**src/rtl/inst_buffer_pkg.sv**
```systemverilog
// Shared types and default sizing for the instruction buffer between fetch and decode.
// Holds the per-entry payload (inst/PC/NPC) and the fetch/decode widths.
package inst_buffer_pkg;

  localparam int INST_FETCH_NUM = 4;
  localparam int IB_DEPTH       = 16;
  localparam int DECODE_NUM     = 4;

  typedef struct packed {
    logic [31:0] inst;
    logic [31:0] pc;
    logic [31:0] npc;
  } ib_entry_t;

endpackage

```
**src/rtl/inst_buffer_stats.sv**
```systemverilog
// Occupancy statistics for inst_buffer: cycles spent full and flush cycles seen.
// Only instantiated when INST_BUFFER_STATS_EN is defined.
module inst_buffer_stats (
  input  logic        clock,
  input  logic        reset,
  input  logic        ib_full,
  input  logic        flush,
  output logic [31:0] stat_full_cycles,
  output logic [31:0] stat_flushes
);

  // Counters wrap naturally at 2^32; flush does not clear them, only reset does.
  always_ff @(posedge clock) begin
    if (reset) begin
      stat_full_cycles <= '0;
      stat_flushes     <= '0;
    end else begin
      if (ib_full) stat_full_cycles <= stat_full_cycles + 32'd1;
      if (flush)   stat_flushes     <= stat_flushes + 32'd1;
    end
  end

endmodule

```
**src/rtl/inst_buffer.sv**
```systemverilog
// Circular instruction queue between fetch and decode; optional statistics
// outputs are added when the INST_BUFFER_STATS_EN macro is defined.
module inst_buffer
  import inst_buffer_pkg::*;
#(
  parameter int IB_DEPTH   = inst_buffer_pkg::IB_DEPTH,
  parameter int FETCH_NUM  = inst_buffer_pkg::INST_FETCH_NUM,
  parameter int DECODE_NUM = inst_buffer_pkg::DECODE_NUM
) (
  input  logic                             clock,
  input  logic                             reset,
  input  logic                             flush,
  input  logic                             insts_in_valid,
  input  ib_entry_t [FETCH_NUM-1:0]        insts_in,
  output logic                             ib_full,
  output logic [DECODE_NUM-1:0]            insts_out_valid,
  output ib_entry_t [DECODE_NUM-1:0]       insts_out,
  input  logic                             decode_ready,
  output logic [$clog2(IB_DEPTH):0]        ib_count
`ifdef INST_BUFFER_STATS_EN
  ,
  output logic [31:0]                      stat_full_cycles,
  output logic [31:0]                      stat_flushes
`endif
);

  localparam int PTR_W = $clog2(IB_DEPTH);
  localparam int CNT_W = PTR_W + 1;

  localparam logic [CNT_W-1:0] FULL_THRESH = CNT_W'(IB_DEPTH - FETCH_NUM);
  localparam logic [CNT_W-1:0] FETCH_CNT   = CNT_W'(FETCH_NUM);
  localparam logic [CNT_W-1:0] DECODE_CNT  = CNT_W'(DECODE_NUM);

  logic [PTR_W-1:0] head;
  logic [PTR_W-1:0] tail;
  logic [CNT_W-1:0] count;
  ib_entry_t        array [IB_DEPTH];

  logic             enq;
  logic [CNT_W-1:0] n_avail;
  logic [CNT_W-1:0] deq_n;

  // Full is decoded from registered count only, so fetch never sees a path from decode_ready.
  assign ib_full  = (count > FULL_THRESH);
  assign enq      = insts_in_valid & ~ib_full;
  assign n_avail  = (count < DECODE_CNT) ? count : DECODE_CNT;
  assign deq_n    = decode_ready ? n_avail : '0;
  assign ib_count = count;

  // NOTE: every output gets a default before the loop so no latch is inferred.
  always_comb begin
    insts_out       = '0;
    insts_out_valid = '0;
    for (int j = 0; j < DECODE_NUM; j++) begin
      if (CNT_W'(j) < n_avail) begin
        insts_out_valid[j] = 1'b1;
        insts_out[j]       = array[head + PTR_W'(j)];
      end
    end
  end

  // NOTE: sequential state uses non-blocking assignments so all registers update together.
  always_ff @(posedge clock) begin
    if (reset || flush) begin
      head  <= '0;
      tail  <= '0;
      count <= '0;
    end else begin
      if (enq) tail <= tail + PTR_W'(FETCH_NUM);
      head  <= head + PTR_W'(deq_n);
      count <= count + (enq ? FETCH_CNT : '0) - deq_n;
    end
  end

  // NOTE: the entry array is not reset; count gates every read, so stale data is never visible.
  always_ff @(posedge clock) begin
    if (enq && !flush && !reset) begin
      for (int i = 0; i < FETCH_NUM; i++) begin
        array[tail + PTR_W'(i)] <= insts_in[i];
      end
    end
  end

`ifdef INST_BUFFER_STATS_EN
  inst_buffer_stats u_stats (
    .clock            (clock),
    .reset            (reset),
    .ib_full          (ib_full),
    .flush            (flush),
    .stat_full_cycles (stat_full_cycles),
    .stat_flushes     (stat_flushes)
  );
`endif

endmodule

```
**config.mk**
```make
export PLATFORM = sky130hd
export DESIGN_NAME = inst_buffer
export DESIGN_NICKNAME = d
export VERILOG_FILES = /design/src/rtl/inst_buffer_pkg.sv /design/src/rtl/inst_buffer_stats.sv /design/src/rtl/inst_buffer.sv
export SDC_FILE = /design/constraint.sdc
export NUM_CORES = 2
export LEC_CHECK = 0
export ABC_CLOCK_PERIOD_IN_PS = 14000
export CORE_MARGIN = 3
export CORE_UTILIZATION = 40
export CTS_CLUSTER_DIAMETER = 50
export CTS_CLUSTER_SIZE = 16
export DETAILED_ROUTE_END_ITERATION = 8
export PLACE_DENSITY = 0.63
export SETUP_SLACK_MARGIN = 0.05
export SYNTH_ARGS = -nofsm -noshare
export SYNTH_HDL_FRONTEND = slang
export SYNTH_SLANG_ARGS = --single-unit
```
**constraint.sdc**
```tcl
create_clock -name clock -period 14 [get_ports clock]
set_input_delay 3.5 -clock clock [delete_from_list [all_inputs] [get_ports clock]]
set_output_delay 3.5 -clock clock [all_outputs]
set_load 0.02 [all_outputs]
```
==> flow_metrics.tcl <==
set metrics [dict create \
    hold_end "tail[3]" \
    multi_input_area_sq_um 46000 \
    status "finished clean" \
    r2r_slack_ns 9.35 \
    cp.required_ns 10.50 \
    ys_ff_latch 1547 \
    gr-usage-met1 0.295 \
    dieArea_sq_um 243000 \
    cts_tree "built" \
    grt_max_degree 144 \
    grt_pass1_wl_um 420000 \
    leakage_nw 34.6 \
    ys.flop_type "edfxtp_1" \
    clk_latency_ns 0.85 \
    path_max_fanout 58 \
    ctsResizeCount 0 \
    drc 0 \
    area.growth.synth_to_final_pct 18.5 \
    synth.top_cells.by_area "edfxtp_1 49%, mux4_2 37%, mux2i_1 7.1%, o22ai_1 1.9%, buf_2 1.6%" \
    relSlewSlack 0.261 \
    wl_per_cell_um 32.8 \
    postCtsSetupBuffers 0 \
    cts.clk_slew.worst_paths_ns 0.06 \
    grt_util_all_layers 0.234 \
    max_cap_viol_count 0 \
    grt_setup_unrepaired "no" \
    start_util 0.405 \
    io-pin-count 783 \
    seq_area_sq_um 46400 \
    ant_nets 0 \
    ys_async_sr_fraction 0 \
    finalSetupViolCount 0 \
    timing.rr.end "array[4][7]" \
    synth_top_area_share 0.487 \
    synth_edf_count 1536 \
    crit_path_start_kind "register" \
    layout.nets 5924 \
    arrival_ns 6.73 \
    syn-mean-instance-area_sq_um 19.1 \
    fin_crit_sh 0.731 \
    cts_sinks 1547 \
    finalPower_mw 15.5 \
    hp-start "tail[3]" \
    yosysTopAreaCell "edfxtp_1" \
    worst_pin_slew_ns 1.11 \
    path_class "register to primary output" \
    grt_use_met2 0.386 \
    dp.final_hpwl_um 190000 \
    fin_setup_tns_ns 0 \
    grt_pass1_vias 59400 \
    synth_cells 4955 \
    die-width_um 493 \
    grt_util_met3 0.0663 \
    vias_per_cell 6.67 \
    fillers 19300 \
    core-area_sq_um 234000 \
    clock_skew_ns 0.0544 \
    vias 59000 \
    max_freq_ghz 0.0977 \
    drt_iter0_markers 5692 \
    peakVddDrop_mv 0.219 \
    grt_busiest_layer "met2" \
    port_buffers 782 \
    netlist_area_sq_um 94700 \
    wirelength_um 290000 \
    power.density_nw_per_um2 138 \
    cts-buffers-inserted 193 \
    hold_violations 0 \
    synth.yosys.seq_area_share 0.489 \
    firstDrtPassIters 6 \
    end_kind "primary output" \
    die_h_um 493 \
    htree_levels 4 \
    hold_buffers 0 \
    worstRegToRegCells 5 \
    synthDistinctLibCells 41 \
    gp_congestion 0.840 \
    root_buffer "clkbuf_16" \
    hp-class "register to register" \
    drv_slew 0 \
    hold_path_depth 2 \
    synth_warnings 0 \
    antenna_found_initial 77 \
    fp-row-count 177 \
    drive_above_1_share 0.360 \
    clk_path_buf_depth 3 \
    final.min_clock_period_ns 10.23 \
    syn_nets 5366 \
    regToRegStartpoint "ib_count[3]" \
    overflow 0 \
]
## report_power, final
group	internal (mW)	leakage [nW]	total, mW	switching, mW
Clock	2.98	3.30	5.22	2.24
Combinational	1.80	17.4	5.05	3.25
Sequential	5.19	14.0	5.27	0.0754
Total	9.98	34.6	15.5	5.56
## logic make-up (layout without fill, tap and decap cells)
family / after synthesis / after routing / share of synthesized area
compound gates: 490 / 490 / 0.0336
xor+xnor: 10 / 10 / 0.00107
fa+ha+maj: 22 / 22 / 0.00314
buf+inv: 547 / 1274 / 0.0264
flops: 1547 / 1547 / 0.489
mux: 2237 / 2237 / 0.440
other cells: 0 / 38 / 0
simple gates: 102 / 102 / 0.00653
## per-stage QoR
stage | instance area, sq um | hold slack [ns] | setup WS (ns) | instances | util
2_1_floorplan | 94700 | 0.514 | 0.408 | 4955 | -
3_3_place_gp | 105000 | 0.539 | 4.57 | 8450 | 0.450
3_5_place_dp | 105000 | 0.550 | 4.57 | 8450 | 0.450
4_1_cts | 112000 | 0.561 | 3.60 | 8814 | 0.479
5_1_grt | 112000 | 0.587 | 3.19 | 8830 | 0.479
6_report | 112000 | 0.561 | 3.77 | 8852 | 0.479
## cell usage in the layout, fill, tap and decap left out, types with 19 or more instances in the layout
| master | netlist | final |
|---|---|---|
| mux4_2 | 1536 | 1536 |
| edfxtp_1 | 1536 | 1536 |
| clkdlybuf4s50_1 | 0 | 782 |
| mux2i_1 | 673 | 673 |
| o22ai_1 | 288 | 288 |
| clkbuf_16 | 0 | 193 |
| a211oi_1 | 136 | 136 |
| buf_4 | 14 | 94 |
| nor2b_1 | 68 | 68 |
| diode_2 | 0 | 38 |
| inv_6 | 0 | 33 |
| a21oi_1 | 31 | 31 |
| mux2_2 | 28 | 28 |
| inv_8 | 0 | 24 |
| clkinv_4 | 0 | 23 |
| clkinvlp_4 | 0 | 20 |
| o21ai_0 | 19 | 19 |
| buf_12 | 0 | 19 |
## final cells by class
type,instances,share of cell area
Multi-Input combinational cell,2861,0.410
Clock buffer,200,0.0433
Tap cell,3132,0.0349
Inverter,15,0.000569
Antenna cell,38,0.000847
Timing Repair Buffer,895,0.0794
Clock inverter,164,0.0182
Sequential cell,1547,0.413
## how the worst max path moves through the flow
stage / from / to / slack [ns]
global placement: head[0] / insts_out[10] / 4.57
CTS: head[0] / insts_out[10] / 3.60
global route: head[0] / insts_out[10] / 3.19
detailed placement: head[0] / insts_out[10] / 4.57
finish: head[0] / insts_out[10] / 3.77
floorplan: insts_in_valid / array[0][0] / 0.41
## synthesized netlist by cell type (2+ instances only)
cell type and count:
edfxtp_1 1536, o22ai_1 288, nor2_1 7, a21oi_1 31
a211oi_1 136, o21ai_0 19, o21ai_1 9, nand2b_1 2
and3_1 5, buf_2 312, dfxtp_1 11, xor2_1 4
buf_4 14, nor2b_1 68, fa_1 3, clkbuf_1 154
nand2_1 6, xnor2_1 5, inv_2 2, buf_1 51
and2_1 6, inv_1 13, mux4_2 1536, mux2_2 28
ha_1 19, a21o_1 3, mux2i_1 673
## layer usage
metal  vias up  wire (um)  share of wire
li1      23600          -              -
met1     31400     105000           0.36
met2      3319     144000           0.49
met3       609      30300           0.10
met4        60      11000          0.038
met5         -        386         0.0013
## sequential cells by signal, summed over array words and instances, names as in the netlist
register and count:
tail 2, ib_count 5, head 4, array 1536
## worst max-delay path: stages, from the launching register on
cell             delay (ns)
dfxtp_4                0.79
buf_4                  0.73
buf_4                  0.66
buf_4                  0.86
buf_4                  0.68
mux4_2                 0.36
mux2i_1                0.09
a211oi_1               0.79
clkdlybuf4s50_1        0.76
No activity file was read; power rests on OpenSTA's default activity.
